===== src/rtl/prog_freq_div.sv =====
// Run-time programmable frequency divider: 50% duty square wave OUT plus a TICK strobe per edge.
// Half-period changes only at a wrap, and disabling always finishes the current full period.
module prog_freq_div #(
    parameter int unsigned WIDTH        = 20,
    parameter int unsigned DEFAULT_HALF = 524287
) (
    input  logic             CLOCK,
    input  logic             RESET,
    input  logic             ENABLE,
    input  logic             LOAD,
    input  logic [WIDTH-1:0] HALF_IN,
    output logic             OUT,
    output logic             TICK,
    output logic             RUNNING,
    output logic [WIDTH-1:0] COUNT
);

    typedef enum logic [1:0] {StIdle, StRun, StDrain} state_e;

    state_e           state_q, state_d;
    logic [WIDTH-1:0] count_q, count_d;
    logic [WIDTH-1:0] half_q, half_d;
    logic [WIDTH-1:0] shadow_q, shadow_d;
    logic             pending_q, pending_d;
    logic             out_q, out_d;
    logic             tick_q, tick_d;
    logic             wrap;

    assign wrap = (state_q != StIdle) && (count_q == half_q);

    always_comb begin
        state_d   = state_q;
        count_d   = count_q;
        half_d    = half_q;
        shadow_d  = shadow_q;
        pending_d = pending_q;
        out_d     = out_q;
        tick_d    = 1'b0;

        if (state_q == StIdle) begin
            count_d = '0;
            out_d   = 1'b0;
            if (LOAD) begin
                half_d = HALF_IN;
            end
            if (ENABLE) begin
                state_d = StRun;
            end
        end else begin
            if (wrap) begin
                count_d = '0;
                out_d   = ~out_q;
                tick_d  = 1'b1;
                // A load landing on the wrap itself bypasses the shadow register.
                if (LOAD) begin
                    half_d    = HALF_IN;
                    pending_d = 1'b0;
                end else if (pending_q) begin
                    half_d    = shadow_q;
                    pending_d = 1'b0;
                end
            end else begin
                count_d = count_q + WIDTH'(1);
                if (LOAD) begin
                    shadow_d  = HALF_IN;
                    pending_d = 1'b1;
                end
            end

            unique case (state_q)
                StRun: begin
                    if (!ENABLE) begin
                        state_d = StDrain;
                    end
                end
                StDrain: begin
                    if (ENABLE) begin
                        state_d = StRun;
                    end else if (wrap && out_q) begin
                        state_d = StIdle;
                    end
                end
                default: state_d = StIdle;
            endcase
        end
    end

    always_ff @(posedge CLOCK) begin
        if (RESET) begin
            state_q   <= StIdle;
            count_q   <= '0;
            half_q    <= WIDTH'(DEFAULT_HALF);
            shadow_q  <= '0;
            pending_q <= 1'b0;
            out_q     <= 1'b0;
            tick_q    <= 1'b0;
        end else begin
            state_q   <= state_d;
            count_q   <= count_d;
            half_q    <= half_d;
            shadow_q  <= shadow_d;
            pending_q <= pending_d;
            out_q     <= out_d;
            tick_q    <= tick_d;
        end
    end

    assign OUT     = out_q;
    assign TICK    = tick_q;
    assign COUNT   = count_q;
    assign RUNNING = (state_q != StIdle);

endmodule


===== config.mk =====
export PLATFORM = sky130hd
export DESIGN_NAME = prog_freq_div
export DESIGN_NICKNAME = d
export VERILOG_FILES = /design/src/rtl/prog_freq_div.sv
export SDC_FILE = /design/constraint.sdc
export NUM_CORES = 1
export LEC_CHECK = 0
export BUFFER_PORTS_ARGS = -buffer_cell sky130_fd_sc_hd__buf_2
export CORE_ASPECT_RATIO = 0.5
export CORE_UTILIZATION = 58
export DETAILED_ROUTE_END_ITERATION = 10
export HOLD_SLACK_MARGIN = 0.12
export PLACE_DENSITY = 0.89
export SYNTH_ARGS = -nofsm -noshare
export SYNTH_HDL_FRONTEND = slang
export SYNTH_SLANG_ARGS = --single-unit

===== constraint.sdc =====
create_clock -name CLOCK -period 2.15 [get_ports CLOCK]
set_input_delay 0 -clock CLOCK [delete_from_list [all_inputs] [get_ports CLOCK]]
set_output_delay 0 -clock CLOCK [all_outputs]
set_load 0.005 [all_outputs]

; Yosys cells after proc, flatten, opt, wreduce, memory -nomap -nowiden
; Cells that the tools add are included.
[classes]
addsub = 1
n_eq_ne = 8
muxes = 14
bitwise = 3
reduce_logical = 12
[op_table]
columns = cell, count
row1 = $mux W20, 5
row2 = $add A20 B1 Y20 const B, 1
row3 = $eq A20 B20 Y1, 1
row4 = $mux W2, 5
row5 = $ne A3 B3 Y1 const B, 3
row6 = $reduce_and A3 Y1, 3
row7 = $reduce_bool A2 Y1, 3
row8 = $ne A2 B2 Y1 const B, 2
row9 = $pmux W2 S2, 1
row10 = $mux W1, 3
row11 = $not A1 Y1, 3
row12 = $reduce_or A3 Y1, 1
row13 = $eq A2 B1 Y1 const B, 1
row14 = $eq A2 B2 Y1 const B, 1
row15 = $logic_and A1 B1 Y1, 2
row16 = $logic_not A2 Y1, 1
row17 = $reduce_and A2 Y1, 1
row18 = $reduce_or A2 Y1, 1
[word_totals]
ff_bits = 65
in_bits = 24
out_inout_bits = 23
wordCells = 45

; Depth between registers and ports, before layout
; Gate-level depths: netlist of run 1.
[logic_depth]
word_depth = 7
ltp_mapped = 9
mapped_depth_nobuf = 6

; Least setup slack after synthesis of run 1
; No wires, ideal clock.
[synth_timing]
kind = flip-flop to flip-flop
startpoint = register count_q[0], in the netlist COUNT[0]
endpoint = register count_q[10], in the netlist COUNT[10]
setup_time_ns = 0.115
arrival_ns = 1.599
required_time_ns = 2.035
slack_ns = 0.436
path_stages_with_launch = 10
path_buffers = 4
period_less_slack_ns = 1.714
path_cell_list = dfxtp_1 -> buf_2 -> xnor2_1 -> nand4_1 -> or2_1 -> buf_2 -> o21ai_2 -> buf_4 -> buf_4 -> nor2_1
[synth_between]
elab_chain_len = 3
word_cells_on_any_way = 4
classes_between = add/sub (1) / eq/ne (1) / reduce/logical (2)
[synth_lines]
columns = item, line
row1 = "start, declared", 21  ; logic [WIDTH-1:0] count_q, count_d;
row2 = "start signal, assigned", 99  ; count_q <= count_d;
row3 = "parallel branches: the longest is 3 deep, another holds $add A20 B1 Y20", n/a
; Several ways; the timed one is not identified.
; A chain may end at the register's enable or synchronous reset.

; Final worst setup path of run 1
[layout_timing]
startpoint = register count_q[7], in the netlist COUNT[7]
endpoint = register half_q[11]
[layout_between]
elab_chain_len = 4
word_cells_on_any_way = 5
classes_between = eq/ne (2) / reduce/logical (3)
[layout_lines]
columns = item, line
row1 = $eq A20 B20 Y1 *, 29  ; assign wrap = (state_q != StIdle) && (count_q == half_q);
row2 = $logic_and A1 B1 Y1 *, 29
row3 = $ne A3 B3 Y1 (no line) or $reduce_bool A2 Y1 (tied branches), n/a
row4 = $reduce_and A3 Y1 (no line) *, n/a
row5 = "end signal, assigned", 92  ; half_q <= WIDTH'(DEFAULT_HALF);
row6 = "end signal, assigned", 100  ; half_q <= half_d;
row7 = "end, declared", 22  ; logic [WIDTH-1:0] half_q, half_d;
; Mark *: on every way between the ends. The rest lies on a longest branch, timed or not.

==> results_dict.tcl, run 1 <==
set metrics [dict create \
    status "finished with violations" \
    violations "DRC" \
    final.setup.tns_ns 0 \
    irDropWorstVdd_mv 0.448 \
    stdcell_area_mm2 0.00434 \
    ys_seq_area_share_pct 37.0 \
    clockRootBuffer "clkbuf_16" \
    die_w_um 112 \
    critPathLaunchType "flop" \
    arrival_ns 2.28 \
    synth_most_common_cell "nand2_1" \
    yosysTopAreaCellShare_pct 37.0 \
    clk_pin_slew_worst_paths_ns 0.05 \
    synthTopCellsByArea "dfxtp_1, nand2_1, mux2_2, o221a_1, a32oi_1" \
    cp.required_ns 2.42 \
    yosys.area.top_type "dfxtp_1" \
    dieArea_mm2 0.00640 \
    mappedNetlistArea_mm2 0.00352 \
    synth-main-ff-cell "dfxtp_1" \
    drc_errors 3 \
    postSynthAreaPerCell_um2 8.71 \
    cts.sinks 65 \
    insertion_delay_ns 0.34 \
    netlist_top_cells_count "nand2_1, dfxtp_1, nor2_1" \
    syn-num-nets 429 \
    first_global_vias 3331 \
    max_slew_margin_pct 58.3 \
    power.density_mw_per_mm2 727 \
    ff2ff_path_depth 6 \
    holdPathStages 4 \
    die_h_um 57.1 \
    drt_iter0_drc 625 \
    hold_viol 0 \
    rows 19 \
    drv_slew 0 \
    grt_max_degree 43 \
    ctsResizeCount 0 \
    grt.overflow.total 0 \
    hp-class "input pin to flop" \
    ios 47 \
    diodes 0 \
    antenna_found_initial 0 \
    cts_hold_buf 19 \
    grt_usage_pct 35.6 \
    max_freq_ghz 0.497 \
    fin_crit_sh_pct 93.5 \
    initial_utilization_pct 62.2 \
    drtAntennaViolNets 0 \
    cts_buffers 9 \
    dp_slack_ns 0.242 \
    cts_tree "done" \
    worstMarginPinSlew_ns 0.625 \
    drive_above_1_share_pct 21.2 \
    io_buffers 46 \
    fin_skew_ns 0.00723 \
    cp_max_fo 15 \
    synth_cell_types 37 \
    rsz0062_at_grt "false" \
    max_cap_viol_count 0 \
    setup_violations 0 \
    period_needed_ns 2.01 \
    critical_path_class "flop to flop" \
    synthArstFlopShare_pct 0 \
    placed_cell_area_mm2 0.00386 \
    endpoint_kind "flop" \
    grt_first_pass_wirelength_mm 17.3 \
    nNetsFinal 487 \
    synth-edff-count 0 \
    via_count 3695 \
    post_cts_buffers 0 \
    htreeDepth 3 \
    clk_path_buf_depth 2 \
    routed_wl_mm 11.0 \
    p_leak_nw 1.56 \
    coreArea_mm2 0.00566 \
    avgViaCountPerCell 6.84 \
    final.setup.worst_slack_ns 0.139 \
    yosysWarnings 0 \
    synth_cells 404 \
    area_delta_synth_final_pct 23.3 \
    ys_seq_elements 65 \
    gp_congestion 0.834 \
    hpwl_mm 6.02 \
    drt_pre_antenna_iters 10 \
    routedWlPerCell_um 20.3 \
]
[worst paths after layout]
kind | start | end | slack, ns
worst max register to register | COUNT[7]$_SDFF_PP0_ | half_q[11]$_SDFFE_PP1P_ | 0.14
worst min register to register | shadow_q[5]$_SDFFE_PP0P_ | shadow_q[5]$_SDFFE_PP0P_ | 0.50
worst max-delay path | COUNT[7]$_SDFF_PP0_ | half_q[11]$_SDFFE_PP1P_ | 0.14
worst min-delay path | HALF_IN[4] | half_q[4]$_SDFFE_PP1P_ | 0.13
[layer usage]
metal	routed length, um	track usage, %	vias to the layer above
li1	-	-	1640
met1	4420	45.3	1682
met2	4620	54.7	306
met3	1420	13.1	67
met4	507	16.4	0
met5	0	0	-
[cell type report]
type / instances / area (um^2)
Tap cell: 73 / 91.3
Multi-Input combinational cell: 297 / 2040
Clock buffer: 13 / 250
Inverter: 6 / 22.5
Timing Repair Buffer: 83 / 593
Clock inverter: 3 / 40.0
Sequential cell: 65 / 1300
Fill cell: 346 / 1320
[where the power goes]
group          switching (mW)  internal [mW]  total (mW)
Combinational           0.201          0.180       0.381
Sequential             0.0662           1.27        1.33
Clock                   0.513          0.925        1.44
Total                   0.780           2.37        3.15
[through the flow]
| step | util, % | power (mW) | instances | hold slack, ns |
|---|---|---|---|---|
| floorplan | - | 1.56 | 404 | 0.146 |
| global placement | 68.2 | 1.66 | 505 | 0.236 |
| detailed placement | 68.2 | 1.67 | 505 | 0.246 |
| CTS | 76.7 | 3.11 | 540 | 0.122 |
| global route | 76.7 | 3.23 | 540 | 0.126 |
| finish | 76.7 | 3.15 | 540 | 0.125 |
[worst max-delay path, stage by stage, from the launching register on]
cell and delay [ns]:
dfxtp_1 0.46, xnor2_1 0.15, nand4_1 0.12, or2_1 0.47, o21ai_2 0.25, buf_4 0.26
o221a_1 0.23
[cell usage in the layout (no fill, tap or decap), types with 2 or more instances in the layout]
cell type       n
xnor2_1        19
clkinv_2        2
xor2_1         19
o22ai_1        20
and3_1          6
mux2_2         19
clkbuf_16       9
and4_1          2
o311ai_1       19
a32oi_1        20
nand4_1         8
dlygate4sd3_1  19
nor4_1          2
nand3_1         8
buf_12          3
buf_4          15
nor3b_1        19
buf_2          46
clkbuf_1        3
o221a_1        19
nor2_1         29
nand2_1        68
inv_1           5
nor3_1          5
dfxtp_1        65
[cells by family (layout without fill, tap and decap cells)]
logic type	after synthesis	in the layout	share of synthesized area, %
adder cells (fa/ha/maj)	1	1	0.356
buffers and inverters	42	105	5.02
XOR/XNOR	38	38	9.46
AND/OR/NAND/NOR	151	151	20.5
flip-flops	65	65	37.0
multiplexers	20	20	6.37
AO/OA/AOI/OAI	87	87	21.3
[flip-flops by register name, summed over array words and instances, names as in the netlist]
signal	cells
COUNT	20
TICK	1
half_q	20
state_q	2
shadow_q	20
OUT	1
pending_q	1
(Power assumes the default switching activity.)
==> inputs of run 2 (changes only) <==
--- a/config.mk
+++ b/config.mk
@@ -9,8 +9,10 @@
 export CORE_ASPECT_RATIO = 0.5
 export CORE_UTILIZATION = 58
 export DETAILED_ROUTE_END_ITERATION = 10
+export GPL_TIMING_DRIVEN = 0
 export HOLD_SLACK_MARGIN = 0.12
 export PLACE_DENSITY = 0.89
+export RECOVER_POWER = 50
 export SYNTH_ARGS = -nofsm -noshare
 export SYNTH_HDL_FRONTEND = slang
 export SYNTH_SLANG_ARGS = --single-unit
==> run 2 against run 1 <==
The run ends with DRC, setup timing left. Wire length grew 12%. Register-to-register slack lost 0.14 ns. Clock-buffer cell count shrank 1. Sequential power is essentially flat. Via count grew 7.3%. Final cell count grew 3.3%. Clock skew shrank 0.00086 ns. Setup slack lost 0.14 ns. Flip-flop and latch count is the same. Maximum frequency shrank 6.7%. Critical path depth grew 2. Critical path type unchanged. Largest power group unchanged.
==> results_dict.tcl, run 2 (synthesis results as in run 1) <==
set metrics [dict create \
    dp_slack_ns 0.114 \
    met2_length_mm 5.08 \
    hp-class "input pin to flop" \
    routed.top_layer "met4" \
    hold_viol 0 \
    ios 47 \
    first_global_vias 3584 \
    final.setup.worst_slack_ns -0.00500 \
    initial_utilization_pct 62.2 \
    final_cell_mix "nand2_1, dfxtp_1, buf_2" \
    max_freq_ghz 0.464 \
    area_delta_synth_final_pct 24.7 \
    dieArea_mm2 0.00640 \
    cts.sinks 65 \
    worstReg2RegStart "COUNT[0]$_SDFF_PP0_" \
    cts_tree "done" \
    worstMarginPinSlew_ns 0.582 \
    routedWlPerCell_um 21.9 \
    rsz0062_at_grt "true" \
    period_needed_ns 2.15 \
    max_cap_viol_count 0 \
    hold_start "HALF_IN[17]" \
    max_slew_margin_pct 61.2 \
    drt_pre_antenna_iters 10 \
    fin_crit_sh_pct 100 \
    hpwl_mm 6.51 \
    clk_pin_slew_worst_paths_ns 0.06 \
    rows 19 \
    grt.overflow.total 0 \
    wl_met3_mm 1.74 \
    die_h_um 57.1 \
    diodes 0 \
    io_buffers 45 \
    cts_buffers 9 \
    p_leak_nw 1.53 \
    drv_slew 0 \
    nNetsFinal 505 \
    drc_errors 3 \
    critPathLaunchType "flop" \
    drt_iter0_drc 777 \
    stdcell_area_mm2 0.00439 \
    routed_wl_mm 12.2 \
    violations "DRC, setup timing" \
    arrival_ns 2.34 \
    status "finished with violations" \
    drt-met1-wl_mm 4.52 \
    critical_path_class "flop to flop" \
    grt_usage_pct 37.0 \
    clockRootBuffer "clkbuf_16" \
    holdWs_ns 0.129 \
    coreArea_mm2 0.00566 \
    dp.cells 522 \
    fin_skew_ns 0.00637 \
    cp_max_fo 10 \
    drive_above_1_share_pct 20.0 \
    htreeDepth 3 \
    insertion_delay_ns 0.34 \
    cp.required_ns 2.34 \
    final.setup.tns_ns -0.00500 \
    drtAntennaViolNets 0 \
    clk_path_buf_depth 2 \
    gp_congestion 0.850 \
    via_count 3965 \
    avgViaCountPerCell 7.11 \
    grt_max_degree 12 \
    endpoint_kind "flop" \
    power.density_mw_per_mm2 739 \
    irDropWorstVdd_mv 0.432 \
    final_cells 558 \
    die_w_um 112 \
    layout.core_utilization_pct 77.5 \
    final_common_cell "nand2_1" \
    setup_violations 1 \
    placed_cell_area_mm2 0.00383 \
    antenna_found_initial 0 \
    critPathLaunch "COUNT[0]$_SDFF_PP0_" \
    grt_first_pass_wirelength_mm 18.2 \
    finalPower_mw 3.24 \
]
run 2: changes by cell type in the layout (fill, tap and decap cells not counted), sizes merged:
cell	previous run	this run
clkbuf	13	42
buf	64	51
clkinvlp	0	1
dlygate4sd3	19	20
run 2: final timing paths:
kind / end / slack (ns) / cells after the start
worst min-delay path: half_q[17]$_SDFFE_PP1P_ / 0.13 / 4
worst max-delay path: half_q[19]$_SDFFE_PP0P_ / -0.005 / 8
worst max register to register: half_q[19]$_SDFFE_PP0P_ / -0.005 / 8
worst min register to register: shadow_q[15]$_SDFFE_PP0P_ / 0.51 / 2
run 2: critical path, cell delays in order (launching register included):
cell,delay (ns)
dfxtp_1,0.38
clkbuf_4,0.21
xnor2_1,0.14
nand4_1,0.17
or2_1,0.27
buf_2,0.20
o21ai_4,0.21
buf_2,0.26
o221ai_1,0.17
run 2: layer usage:
layer,vias to the layer above,GRT usage (%)
met5,-,0
met4,0,25.1
met3,116,13.5
met2,397,56.3
met1,1792,44.7
li1,1660,-
run 2: power breakdown:
part | internal, mW | switching [mW]
sequential | 1.27 | 0.0689
clock | 0.960 | 0.545
combinational | 0.178 | 0.223
run 2: cell type report:
| type | instances | area, um^2 |
|---|---|---|
| Multi-Input combinational cell | 297 | 2070 |
| Inverter | 6 | 22.5 |
| Buffer | 36 | 166 |
| Clock inverter | 4 | 51.3 |
| Sequential cell | 65 | 1300 |
| Tap cell | 73 | 91.3 |
| Clock buffer | 12 | 256 |
| Fill cell | 319 | 1270 |
| Timing Repair Buffer | 65 | 423 |
run 2: repair_timing:
action                                  in CTS  in global routing
endpoints found under the setup margin       0                 30
resized for setup                            0                 18
buffers inserted                             0                  0
hold endpoints to repair                    24                  0
hold buffers                                20                  0
